**src/rtl/serial_subtractor.sv**
```systemverilog
// Bit-serial LSB-first two's-complement subtractor: diff = a - b - bin over WIDTH cycles,
// using a single borrow flop; results are held until the next completion.
module serial_subtractor #(
    parameter int WIDTH = 8
) (
    input  logic             clk,
    input  logic             rst_n,
    input  logic             start,
    input  logic [WIDTH-1:0] a,
    input  logic [WIDTH-1:0] b,
    input  logic             bin,
    output logic             busy,
    output logic             done,
    output logic [WIDTH-1:0] diff,
    output logic             bout,
    output logic             ovf
);

    // state | meaning
    // IDLE  | waiting for start, results held
    // SHIFT | one operand bit pair consumed per cycle
    // DONE  | results valid, done pulse; start here is accepted back-to-back
    typedef enum logic [1:0] {
        S_IDLE  = 2'd0,
        S_SHIFT = 2'd1,
        S_DONE  = 2'd2
    } state_t;

    localparam int CW = $clog2(WIDTH);
    localparam logic [CW-1:0] LAST = CW'(WIDTH - 1);

    state_t           state;
    logic [WIDTH-1:0] a_sh;
    logic [WIDTH-1:0] b_sh;
    logic [WIDTH-1:0] res;
    logic [CW-1:0]    cnt;
    logic             br;
    logic             d;
    logic             br_next;

    assign d       = a_sh[0] ^ b_sh[0] ^ br;
    assign br_next = (~a_sh[0] & b_sh[0]) | (~(a_sh[0] ^ b_sh[0]) & br);

    always_ff @(posedge clk or negedge rst_n) begin
        if (!rst_n) begin
            state <= S_IDLE;
            a_sh  <= '0;
            b_sh  <= '0;
            res   <= '0;
            cnt   <= '0;
            br    <= 1'b0;
            busy  <= 1'b0;
            done  <= 1'b0;
            diff  <= '0;
            bout  <= 1'b0;
            ovf   <= 1'b0;
        end else begin
            case (state)
                S_IDLE, S_DONE: begin
                    done <= 1'b0;
                    if (start) begin
                        a_sh  <= a;
                        b_sh  <= b;
                        br    <= bin;
                        res   <= '0;
                        cnt   <= '0;
                        busy  <= 1'b1;
                        state <= S_SHIFT;
                    end else begin
                        state <= S_IDLE;
                    end
                end
                S_SHIFT: begin
                    a_sh <= a_sh >> 1;
                    b_sh <= b_sh >> 1;
                    br   <= br_next;
                    res  <= {d, res[WIDTH-1:1]};
                    cnt  <= cnt + CW'(1);
                    // ovf compares borrow into the MSB stage with borrow out of it
                    if (cnt == LAST) begin
                        diff  <= {d, res[WIDTH-1:1]};
                        bout  <= br_next;
                        ovf   <= br ^ br_next;
                        busy  <= 1'b0;
                        done  <= 1'b1;
                        state <= S_DONE;
                    end
                end
                default: begin
                    busy  <= 1'b0;
                    done  <= 1'b0;
                    state <= S_IDLE;
                end
            endcase
        end
    end

endmodule

```
**config.mk**
```make
export PLATFORM = sky130hd
export DESIGN_NAME = serial_subtractor
export DESIGN_NICKNAME = d
export VERILOG_FILES = /design/src/rtl/serial_subtractor.sv
export SDC_FILE = /design/constraint.sdc
export NUM_CORES = 1
export LEC_CHECK = 0
export CAP_MARGIN = 20
export CELL_PAD_IN_SITES_DETAIL_PLACEMENT = 1
export CELL_PAD_IN_SITES_GLOBAL_PLACEMENT = 1
export CORE_ASPECT_RATIO = 2
export CORE_UTILIZATION = 42
export DETAILED_ROUTE_END_ITERATION = 6
export HOLD_SLACK_MARGIN = 0.05
export PLACE_DENSITY_LB_ADDON = 0.15
export SYNTH_ARGS = -nofsm -noshare
export SYNTH_HDL_FRONTEND = slang
export SYNTH_SLANG_ARGS = --single-unit
```
**constraint.sdc**
```tcl
create_clock -name clk -period 2.05 [get_ports clk]
set_input_delay 0.41 -clock clk [delete_from_list [all_inputs] [get_ports clk]]
set_output_delay 0.41 -clock clk [all_outputs]
set_load 0.02 [all_outputs]
```
==> flow_summary.toml, run 1 <==
[outcome]
status = "finished clean"

[finish]
nets = 213
n_fill_cell = 482
area_growth_pct = 22.5
final_cell_mix = "40 x dfrtp_1, 30 x clkdlybuf4s50_1, 11 x mux2i_1, 11 x a21oi_1, 11 x a22o_1"
drive_above_1_share = 0.147
register_area_sq_um = 1000
antenna_cells = 0
fin_util = 0.532
multi_input_area_sq_um = 795
layout_commonest_cell = "dfrtp_1"

[routing]
avgViaCountPerCell = 5.48
antenna_left = 0
dr_total_vias = 1338
first_iter_violations = 26
drc = 0
wl_per_cell_um = 16.6
dr.pass1.iters = 4
wl_mm = 4.04

[clocking]
ctsRootBufferMaster = "clkbuf_8"
htree_levels = 2
tritoncts = "yes"
cts.sinks = 40
cts_resized = 0
cts_hold_buf = 0
clk_latency_ns = 0.28
clkSlewWorstSetupHoldPaths_ns = 0.08
cts_setup_buffers = 0
cts_buffer_depth = 2
cts_buffers = 5

[global_routing]
grt_max_degree = 41
grt_usage = 0.191
grt_first_pass_wirelength_mm = 7.00
grt_antenna_before_repair = 0
grt.overflow.total = 0
grt_pass1_vias = 1458

[timing]
finalHoldViolCount = 0
setup_tns_ns = 0
max_freq_mhz = 594
final.setup_skew_ns = 0.00719
worst_pin_slew_ns = 0.531
rsz0062_at_grt = "false"
final-max-slew-violation-count = 0
fin_crit_sh = 0.822
setup_viol = 0
min_period_ns = 1.68
slew_headroom = 0.646

[critical_path]
cp_top_family = "buffers and inverters"
path_buf_inv = 1
max_stage_delay_ns = 0.61
cp.arrival_ns = 1.27
cp_data_required_time_ns = 1.64
cp_max_fo = 3
critical_path_class = "reg2out"
end_kind = "output pin"
critical-path-slowest-cell = "clkdlybuf4s50_1"
path_cells = "clkdlybuf4s50_1"
startpoint_type = "flip-flop"

[synthesis]
synth.distinct_cells = 30
syn-num-nets = 178
synth_area_sq_um = 1890
ys_seq_elements = 40
synth.yosys.seq_area_share = 0.531
avgSynthCellArea_sq_um = 12.2
syn_inst = 155
yosys_warnings = 0

[place]
port-buffer-count = 31
gp_congestion = 0.837
dp_hpwl_mm = 2.92

[die]
num_rows = 34
floorplan.die.width_um = 49.4
dieArea_sq_um = 4780
io-pin-count = 32
die_height_um = 96.8
core_area_sq_um = 4340
start_util = 0.435

[pwr]
p_leak_nw = 1.02
ir_worst_vdd_mv = 0.829
power_density_nw_per_um2 = 1480

[job]
cap_violations = 0

[worst_hold_path]
hp-class = "in2async"
-- power breakdown --
part	switching [W]	total, W	internal [W]	leakage, nW
logic	0.000722	0.00152	0.000794	0.495
clock network	0.000255	0.000486	0.000231	0.0410
registers	0.000266	0.00142	0.00116	0.488
-- metrics by stage --
| step | total power (W) | setup WS, ns | hold WS [ns] | instances | cell area, sq um |
|---|---|---|---|---|---|
| 2_1_floorplan | 0.00247 | 0.608 | 0.114 | 155 | 1890 |
| 3_3_place_gp | 0.00288 | 0.381 | 0.471 | 237 | 2230 |
| 3_5_place_dp | 0.00298 | 0.274 | 0.490 | 237 | 2230 |
| 4_1_cts | 0.00348 | 0.348 | 0.196 | 244 | 2310 |
| 5_1_grt | 0.00370 | 0.316 | 0.213 | 244 | 2310 |
| 6_report | 0.00343 | 0.366 | 0.179 | 244 | 2310 |
-- cell type report --
| cell class | count | area share |
|---|---|---|
| clock inverters | 1 | 0.00217 |
| repair buffers | 38 | 0.155 |
| well taps | 54 | 0.0293 |
| inverters | 3 | 0.00488 |
| clock buffers | 6 | 0.0314 |
| flip-flops and latches | 40 | 0.433 |
| multi-input cells | 102 | 0.344 |
-- cell families (layout without fill, tap and decap cells) --
family | after synthesis | in the layout | share of synthesized area
simple gates | 32 | 32 | 0.102
flops | 40 | 40 | 0.531
buf+inv | 13 | 48 | 0.0478
compound gates | 44 | 44 | 0.157
fa+ha+maj | 3 | 3 | 0.0239
mux | 22 | 22 | 0.134
xor+xnor | 1 | 1 | 0.00465
-- final timing paths --
check                           slack, ns  cells after the start      end  startpoint
worst max-delay path                 0.37                      1     busy        busy
worst min-delay path                 0.18                      2   cnt[2]       rst_n
worst max register to register       0.47                      4  diff[1]      cnt[0]
worst min register to register       0.50                      2      ovf         ovf
max in group asynchronous            1.49                      2  diff[6]       rst_n
min in group clk                     0.50                      2      ovf         ovf
-- sequential cells by signal, summed over array words and instances (netlist names) --
signal  cells
a_sh        8
b_sh        8
bout        1
br          1
busy        1
cnt         3
diff        8
ovf         1
res         7
state       2
-- per-layer routing --
metal,track usage,share of wire
met1,0.226,0.41
met3,0.0330,0.030
met5,0,0
met2,0.340,0.55
met4,0.0637,0.015
-- cell usage after synthesis --
cell | instances | area share
o22ai_1 | 3 | 0.010
nand2_1 | 3 | 0.0060
xor2_1 | 1 | 0.0046
nor2b_4 | 1 | 0.0073
mux2_4 | 5 | 0.040
buf_6 | 4 | 0.024
nor2_2 | 1 | 0.0033
nor2_1 | 7 | 0.014
nor2b_1 | 10 | 0.033
a21o_1 | 2 | 0.0080
nand3_1 | 3 | 0.0080
a21oi_1 | 11 | 0.029
o21ai_0 | 4 | 0.011
clkbuf_1 | 1 | 0.0020
nor3_1 | 3 | 0.0080
and2b_4 | 1 | 0.0053
o21ai_1 | 3 | 0.0080
mux2_1 | 1 | 0.0060
mux2_2 | 5 | 0.030
inv_1 | 3 | 0.0060
dfrtp_1 | 40 | 0.53
nand3b_4 | 1 | 0.011
mux2i_1 | 11 | 0.058
ha_1 | 2 | 0.013
fa_1 | 1 | 0.011
a211oi_1 | 10 | 0.040
buf_4 | 2 | 0.0080
buf_2 | 3 | 0.0080
a22o_1 | 11 | 0.051
nand2b_1 | 2 | 0.0066
Note: power is estimated with default switching activity, not from simulation.
==> run 2, diff against run 1 <==
--- a/config.mk
+++ b/config.mk
@@ -9,7 +9,7 @@
 export CELL_PAD_IN_SITES_DETAIL_PLACEMENT = 1
 export CELL_PAD_IN_SITES_GLOBAL_PLACEMENT = 1
 export CORE_ASPECT_RATIO = 2
-export CORE_UTILIZATION = 42
+export CORE_UTILIZATION = 38
 export DETAILED_ROUTE_END_ITERATION = 6
 export HOLD_SLACK_MARGIN = 0.05
 export PLACE_DENSITY_LB_ADDON = 0.15
==> constraint.sdc (replaced) <==
create_clock -name clk -period 1.4 [get_ports clk]
set_input_delay 0.28 -clock clk [delete_from_list [all_inputs] [get_ports clk]]
set_output_delay 0.28 -clock clk [all_outputs]
set_load 0.02 [all_outputs]
==> run 2 against run 1 <==
- via count grew 6.0%
- clock power rose by 95%
- setup slack worse by 0.34 ns
- combinational power up 65%
- register-to-register slack got worse by 0.44 ns
- first-iteration DRC count shrank 62%
- sequential share of layout area down 3.5 points
- critical path depth grew 3
- hold slack improved by 0.24 ns
- non-clock buffer count increased by 18
- largest cell class unchanged
==> flow_summary.toml, run 2 (synthesized netlist as in run 1, its figures left out) <==
[timing]
min_period_ns = 1.37
fin_crit_sh = 0.981
setup_viol = 0
slew_headroom = 0.746
finalHoldViolCount = 0
max_freq_mhz = 728
final-max-slew-violation-count = 0
final.setup_skew_ns = 0.0111
setup_tns_ns = 0
rsz0062_at_grt = "true"
worst_pin_slew_ns = 0.381
hold-worst-slack_ns = 0.418

[global_routing]
grt_first_pass_wirelength_mm = 7.65
grt_usage = 0.199
busiest_layer = "met2"
grtUsageMet1 = 0.231
grt.overflow.total = 0
grt_util_met3 = 0.0345
grt_pass1_vias = 1556
grt_max_degree = 27
grt_antenna_before_repair = 0
grt_util_met2 = 0.347

[critical_path]
cp_top_family = "flip-flops"
path_buf_inv = 0
reg2reg_depth = 4
critical_path_class = "reg2reg"
startpoint_type = "flip-flop"
crit_cells = 4
path_cells = "ha_2, ha_4, nand3b_4, mux2_2"
cp_max_fo = 5
cp.arrival_ns = 1.56
r2r_slack_ns = 0.03
end_kind = "flip-flop"
cp_data_required_time_ns = 1.59
critical-path-slowest-cell = "dfrtp_1"
max_stage_delay_ns = 0.40

[die]
start_util = 0.402
dieArea_sq_um = 5260
num_rows = 35
floorplan.die.width_um = 51.8
io-pin-count = 32
core_area_sq_um = 4690
die_height_um = 102

[pwr]
switching_share = 0.357
p_leak_nw = 1.16
ir_worst_vdd_mv = 0.880
finalPower_w = 0.00553
pwr-share-comb = 0.454
p_int_w = 0.00355
power_density_nw_per_um2 = 2200
p_seq_frac = 0.374
switchingPower_w = 0.00197
p_clk_frac = 0.171

[clocking]
cts.sinks = 40
tritoncts = "yes"
cts_buffers = 5
htree_levels = 2
cts_buffer_depth = 2
clk_latency_ns = 0.30
clkSlewWorstSetupHoldPaths_ns = 0.09
ctsRootBufferMaster = "clkbuf_8"

[routing]
antenna_left = 0
dr_total_vias = 1418
drc = 0
avgViaCountPerCell = 5.35
wl_per_cell_um = 16.7
wl_mm = 4.44
dr.pass1.iters = 3
first_iter_violations = 10

[finish]
top_regs = "a_sh (8), b_sh (8), diff (8)"
nets = 232
final_cell_mix = "39 x dfrtp_1, 23 x buf_4, 18 x clkdlybuf4s50_1"
fin_util = 0.537
drive_above_1_share = 0.252
area_growth_pct = 33.4
antenna_cells = 0
layout_commonest_cell = "dfrtp_1"

[place]
gp_congestion = 0.755
dp_hpwl_mm = 3.30
port-buffer-count = 31

[job]
cap_violations = 0

[worst_hold_path]
hp-class = "in2async"

[outcome]
status = "finished clean"
run 2: worst paths after layout:
path / startpoint / endpoint
min in group clk: bout / bout
max in group asynchronous: rst_n / bout
worst min-delay path: rst_n / diff[2]
worst max register to register: cnt[0] / diff[1]
worst max-delay path: cnt[0] / diff[1]
worst min register to register: bout / bout
run 2: power by group through the flow:
stage / clock network [W] / logic (W) / registers, W
floorplan: 0 / 0.00146 / 0.00216
CTS: 0.000972 / 0.00250 / 0.00209
finish: 0.000947 / 0.00251 / 0.00207
detailed placement: 0 / 0.00254 / 0.00209
global placement: 0 / 0.00240 / 0.00206
global route: 0.00102 / 0.00275 / 0.00215
run 2: area by class of cell:
class / instances / area (sq um)
fillers: 489 / 2170
flip-flops and latches: 40 / 1000
multi-input cells: 103 / 833
repair buffers: 56 / 489
clock buffers: 5 / 68.8
well taps: 55 / 68.8
clock inverters: 3 / 42.5
inverters: 3 / 11.3
run 2: metal layers:
layer,vias up,routed length (um)
li1,666,-
met1,715,1770
met2,29,2430
met3,8,131
met4,0,102
met5,-,0
run 2: metrics by stage:
stage | area, sq um | setup slack, ns | cells
3_3_place_gp | 2360 | -0.114 | 253
5_1_grt | 2520 | -0.0230 | 265
6_report | 2520 | 0.0272 | 265
3_5_place_dp | 2360 | -0.204 | 253
4_1_cts | 2500 | 0.00600 | 263
2_1_floorplan | 1890 | 0.0146 | 155
run 2: what timing repair did:
action | 4_1_cts | 5_1_grt
gates resized for setup | 16 | 2
setup buffers | 0 | 2
gates cloned | 1 | 0
pin swaps | 2 | 1
hold endpoints to repair | 14 | 0
hold buffers | 1 | 0
endpoints found under the setup margin | 23 | 6
run 2: worst register-to-register path, delay by kind of cell (launching register included):
family / cells / cell delay (ns)
multiplexers: 1 / 0.35
adder cells (fa/ha/maj): 2 / 0.38
AND/OR/NAND/NOR: 1 / 0.13
flip-flops: 1 / 0.40
